`config.mk`:
```
export PLATFORM = sky130hd
export DESIGN_NAME = mem_access_unit
export DESIGN_NICKNAME = d
export VERILOG_FILES = /design/src/rtl/mem_access_pkg.sv /design/src/rtl/load_align.sv /design/src/rtl/mem_access_unit.sv
export SDC_FILE = /design/constraint.sdc
export NUM_CORES = 1
export LEC_CHECK = 0
export CAP_MARGIN = 5
export CELL_PAD_IN_SITES_DETAIL_PLACEMENT = 0
export CELL_PAD_IN_SITES_GLOBAL_PLACEMENT = 2
export CORE_UTILIZATION = 27
export CTS_CLUSTER_SIZE = 28
export DETAILED_ROUTE_END_ITERATION = 7
export PLACE_DENSITY = 0.88
export SLEW_MARGIN = 20
export SYNTH_ARGS = -nofsm -noshare
export SYNTH_HDL_FRONTEND = slang
export SYNTH_HIERARCHICAL = 1
export SYNTH_SLANG_ARGS = --single-unit
```
`constraint.sdc`:
```
create_clock -name clk -period 2.4 [get_ports clk]
set_clock_uncertainty 0.05 [all_clocks]
set_input_delay 0.6 -clock clk [delete_from_list [all_inputs] [get_ports clk]]
set_output_delay 0.6 -clock clk [all_outputs]
set_load 0.03 [all_outputs]
```
`src/rtl/mem_access_pkg.sv`:
```
// Shared FSM state encoding and RV32 load/store funct3 codes for the memory access unit.
package mem_access_pkg;

  typedef enum logic [1:0] {
    S_IDLE  = 2'd0,
    S_LOAD  = 2'd1,
    S_STORE = 2'd2,
    S_RESP  = 2'd3
  } state_t;

  localparam logic [2:0] F3_B  = 3'b000;
  localparam logic [2:0] F3_H  = 3'b001;
  localparam logic [2:0] F3_W  = 3'b010;
  localparam logic [2:0] F3_BU = 3'b100;
  localparam logic [2:0] F3_HU = 3'b101;

endpackage

```
`src/rtl/load_align.sv`:
```
// Combinational load lane extraction: picks byte/half by address offset and sign/zero extends.
module load_align
  import mem_access_pkg::*;
(
  input  logic [2:0]  funct3,
  input  logic [1:0]  off,
  input  logic [31:0] word,
  output logic [31:0] data
);

  logic [31:0] shifted;
  logic [7:0]  b;
  logic [15:0] h;

  always_comb begin
    shifted = word >> {off, 3'b000};
    b       = shifted[7:0];
    h       = off[1] ? word[31:16] : word[15:0];
    case (funct3)
      F3_B:    data = {{24{b[7]}}, b};
      F3_BU:   data = {24'h0, b};
      F3_H:    data = {{16{h[15]}}, h};
      F3_HU:   data = {16'h0, h};
      default: data = word;
    endcase
  end

endmodule

```
`src/rtl/mem_access_unit.sv`:
```
// Load/store unit between pipeline and a falling-edge data memory: one strobe cycle per access.
// Define MEM_ACCESS_MISALIGN_TRAP_EN to report misaligned half/word accesses as errors.
module mem_access_unit
  import mem_access_pkg::*;
#(
  parameter int DM_ADDRESS = 9,
  parameter int DATA_W     = 32
) (
  input  logic                  clk,
  input  logic                  reset_n,
  input  logic                  req_valid,
  output logic                  req_ready,
  input  logic                  req_write,
  input  logic [2:0]            req_funct3,
  input  logic [DM_ADDRESS-1:0] req_addr,
  input  logic [DATA_W-1:0]     req_wdata,
  output logic                  rsp_valid,
  input  logic                  rsp_ready,
  output logic [DATA_W-1:0]     rsp_rdata,
  output logic                  rsp_err,
  output logic                  mem_rd,
  output logic                  mem_wr,
  output logic [DM_ADDRESS-1:0] mem_addr,
  output logic [3:0]            mem_wstrb,
  output logic [DATA_W-1:0]     mem_wdata,
  input  logic [DATA_W-1:0]     mem_rdata
);

  state_t state, state_nxt;

  logic [2:0]            f3_q;
  logic [DM_ADDRESS-1:0] addr_q;
  logic [DATA_W-1:0]     wdata_q;
  logic [DATA_W-1:0]     rdata_q;
  logic                  err_q;

  logic                  legal, misal, req_err;
  logic [DM_ADDRESS-1:0] addr_al;
  logic [DATA_W-1:0]     ld_data;

  // Request decode; only meaningful while IDLE.
  always_comb begin
    legal = 1'b0;
    case (req_funct3)
      F3_B, F3_H, F3_W: legal = 1'b1;
      F3_BU, F3_HU:     legal = ~req_write;
      default:          legal = 1'b0;
    endcase
    misal   = ((req_funct3[1:0] == 2'b01) && req_addr[0]) ||
              ((req_funct3[1:0] == 2'b10) && (req_addr[1:0] != 2'b00));
`ifdef MEM_ACCESS_MISALIGN_TRAP_EN
    req_err = ~legal | misal;
`else
    req_err = ~legal;
`endif
    // Force natural alignment; in trap mode misaligned requests never strobe anyway.
    addr_al = req_addr;
    case (req_funct3[1:0])
      2'b01:   addr_al[0]   = 1'b0;
      2'b10:   addr_al[1:0] = 2'b00;
      default: addr_al      = req_addr;
    endcase
  end

  load_align u_load_align (
    .funct3 (f3_q),
    .off    (addr_q[1:0]),
    .word   (mem_rdata),
    .data   (ld_data)
  );

  always_ff @(posedge clk or negedge reset_n) begin
    if (!reset_n) state <= S_IDLE;
    else          state <= state_nxt;
  end

  always_ff @(posedge clk or negedge reset_n) begin
    if (!reset_n) begin
      f3_q    <= '0;
      addr_q  <= '0;
      wdata_q <= '0;
      rdata_q <= '0;
      err_q   <= 1'b0;
    end else begin
      case (state)
        S_IDLE: if (req_valid) begin
          f3_q    <= req_funct3;
          addr_q  <= addr_al;
          wdata_q <= req_wdata;
          rdata_q <= '0;
          err_q   <= req_err;
        end
        S_LOAD:  rdata_q <= ld_data;
        default: ;
      endcase
    end
  end

  always_comb begin
    state_nxt = state;
    req_ready = 1'b0;
    rsp_valid = 1'b0;
    mem_rd    = 1'b0;
    mem_wr    = 1'b0;
    case (state)
      S_IDLE: begin
        req_ready = 1'b1;
        if (req_valid) begin
          if (req_err)        state_nxt = S_RESP;
          else if (req_write) state_nxt = S_STORE;
          else                state_nxt = S_LOAD;
        end
      end
      S_LOAD: begin
        mem_rd    = 1'b1;
        state_nxt = S_RESP;
      end
      S_STORE: begin
        mem_wr    = 1'b1;
        state_nxt = S_RESP;
      end
      S_RESP: begin
        rsp_valid = 1'b1;
        if (rsp_ready) state_nxt = S_IDLE;
      end
      default: state_nxt = S_IDLE;
    endcase
  end

  // Memory-side bus is zero whenever no strobe is active.
  always_comb begin
    mem_addr  = '0;
    mem_wstrb = 4'b0000;
    mem_wdata = '0;
    if (mem_rd || mem_wr) mem_addr = {addr_q[DM_ADDRESS-1:2], 2'b00};
    if (mem_wr) begin
      case (f3_q[1:0])
        2'b00: begin
          mem_wstrb = 4'b0001 << addr_q[1:0];
          mem_wdata = {4{wdata_q[7:0]}};
        end
        2'b01: begin
          mem_wstrb = 4'b0011 << addr_q[1:0];
          mem_wdata = {2{wdata_q[15:0]}};
        end
        default: begin
          mem_wstrb = 4'b1111;
          mem_wdata = wdata_q;
        end
      endcase
    end
  end

  assign rsp_rdata = rdata_q;
  assign rsp_err   = err_q;

endmodule

```
==> results of run 1 <==
-- metrics by stage --
stage	instances	util [%]
2_1_floorplan	424	-
3_3_place_gp	793	39.41
3_5_place_dp	793	39.41
4_1_cts	809	41.26
5_1_grt	811	41.49
6_report	812	41.51
-- cell usage in the layout, fill, tap and decap left out, drive strengths merged, types with 14 or more instances in the layout --
cell | Yosys | routed
o21ai | 30 | 30
dfrtp | 79 | 79
mux2 | 45 | 45
nor2b | 14 | 14
nand2 | 70 | 70
buf | 20 | 64
clkdlybuf4s50 | 0 | 113
and2 | 23 | 23
a22o | 32 | 32
mux2i | 22 | 22
-- cells by family after synthesis --
group                    Yosys count  synth area share (%)
AO/OA/AOI/OAI                    100                 16.15
adder cells (fa/ha/maj)            7                 2.001
buffers and inverters             37                 5.031
flip-flops                        79                 45.17
multiplexers                      68                 17.12
other                              1               0.08568
AND/OR/NAND/NOR                  131                 14.44
-- registers in the layout, indices dropped and copies added, names as in the netlist --
signal and flops:
rsp_err 1, addr_q 9, rsp_rdata 32, f3_q 3, wdata_q 32, state 2
-- final cells by class --
cell class	instances	area, um^2
clock inverters	3	43.79
multi-input cells	308	2212
flip-flops and latches	79	1979
diodes	1	2.502
well taps	216	270.3
fillers	1539	9258
inverters	6	22.52
repair buffers	186	1799
clock buffers	13	240.2
-- routing by layer --
metal / vias up / routed length, um / GRT usage, %
li1: 1811 / - / -
met1: 1786 / 5928 / 21.47
met2: 160 / 5847 / 25.30
met3: 10 / 1402 / 6.482
met4: 0 / 165 / 6.021
met5: - / 0 / 0
-- worst paths after layout --
| check | slack (ps) | start | to |
|---|---|---|---|
| max in group asynchronous | 1620 | reset_n | rsp_rdata[4]$_DFFE_PN0P_ |
| min in group clk | 450 | rsp_rdata[28]$_DFFE_PN0P_ | rsp_rdata[28]$_DFFE_PN0P_ |
| hold reg to reg | 450 | rsp_rdata[28]$_DFFE_PN0P_ | rsp_rdata[28]$_DFFE_PN0P_ |
| setup / recovery | 90 | f3_q[0]$_DFFE_PN0P_ | mem_wdata[31] |
| hold / removal | 100 | reset_n | rsp_rdata[31]$_DFFE_PN0P_ |
| setup reg to reg | 350 | addr_q[0]$_DFFE_PN0P_ | rsp_rdata[19]$_DFFE_PN0P_ |
-- critical path, stage by stage (launching register included) --
cell     delay (ps)
dfrtp_2         470
buf_4           160
mux2i_1         130
o21ai_0         240
and2_1          170
buf_4           160
-- power groups by stage --
| stage | Combinational [mW] | Sequential (mW) | Clock, mW |
|---|---|---|---|
| finish | 5.70 | 2.43 | 1.37 |
| global route | 6.14 | 2.52 | 1.47 |
| CTS | 5.70 | 2.44 | 1.41 |
| detailed placement | 5.69 | 2.46 | 0 |
| global placement | 5.63 | 2.44 | 0 |
| floorplan | 3.36 | 2.70 | 0 |
-- timing repair --
action	CTS	global route
buffers inserted	0	2
gates cloned	0	0
endpoints found under the setup margin	15	20
resized for setup	26	12
==> out/results.tsv, run 1 <==
metric	value	unit
peakVddDrop	0.9393	mV
synth-edff-count	0	
grt_pass1_wl	20980	um
p_sw	4.142	mW
die_y	129.3	um
postCtsHoldBufs	0	
crit_type	reg2out	
numPortBuffers	160	
synth_top_area_cell	dfrtp_1	
clock_latency	350	ps
hold_violations	0	
fin_area	6570	um^2
p_leak	2.896	nW
start_util	27.65	%
ant_nets	0	
die_area	16720	um^2
netlist_instances	423	
firstDrtPassIters	4	
die_x	129.3	um
startpoint_type	flip-flop	
drc	0	
track_usage	16.68	%
layout-drive-gt1-share	24.37	%
synth_flop_cell	dfrtp_1	
fin_ws	90.10	ps
seq_area_frac_synth	45.17	%
gr-total-overflow	0	
ff2ff_path_depth	6	
rsz0062_at_grt	yes	
cts_tree	built	
drt_wl_total	13340	um
avgSynthCellArea	10.35	um^2
hold_class	in2async	
p_int	5.351	mW
fin_crit_sh	96.25	%
fin_nets	678	
antenna_found_initial	0	
synth_common_cells	dfrtp_1, nand2_1, mux2_2	
gp_congestion	0.7843	
p_per_area	1445	nW/um^2
dp_hpwl	9786	um
status	finished clean	
area_growth	50.11	%
fmax	0.4329	GHz
slew_violations	0	
finalCriticalPeriod	2310	ps
yosysMostFrequentCell	dfrtp_1	
crit_required	1750	ps
yosysWarningCount	6	
synth_area	4377	um^2
vias	3767	
grt_pass1_vias	3779	
setup_viol_count_final	0	
coreArea	15830	um^2
clockBufferDepth	2	
arrival	1660	ps
clk_pin_slew	60	ps
cts_buffers	9	
combPwrFrac	60.0	%
pwr-share-clk	14.4	%
async_flop_share	100.0	%
cts.sinks	79	
power_frac_seq	25.6	%
viasPerCell	4.639	
fin_setup_tns	0	ps
ys_ff_latch	79	
end_kind	output port	
max_cap_viol_count	0	
root_buffer	clkbuf_16	
total_power	9.492	mW
ys_top_cells_by_area	dfrtp_1, mux2_2, a22o_1	
grt_max_degree	51	
ios	163	
whs	100.9	ps
crit_fanout	8	
post-place-ws	-75.65	ps
htree_levels	3	
drtIter0Drc	224	
synth_top_area_share	45.17	%
synth_cell_types	37	
p_sw_share	43.63	%
rows	46	
postPlaceCellArea	6237	um^2
drt-wirelength-per-cell	16.43	um
Note: power is estimated with default switching activity, not from simulation.
==> run 2: changes to the inputs <==
--- a/config.mk
+++ b/config.mk
@@ -5,7 +5,7 @@
 export SDC_FILE = /design/constraint.sdc
 export NUM_CORES = 1
 export LEC_CHECK = 0
-export CAP_MARGIN = 5
+export ABC_CLOCK_PERIOD_IN_PS = 2400
 export CELL_PAD_IN_SITES_DETAIL_PLACEMENT = 0
 export CELL_PAD_IN_SITES_GLOBAL_PLACEMENT = 2
 export CORE_UTILIZATION = 27
==> results of run 2 <==
No change in the layout: final DEF, timing and power equal those of run 1.
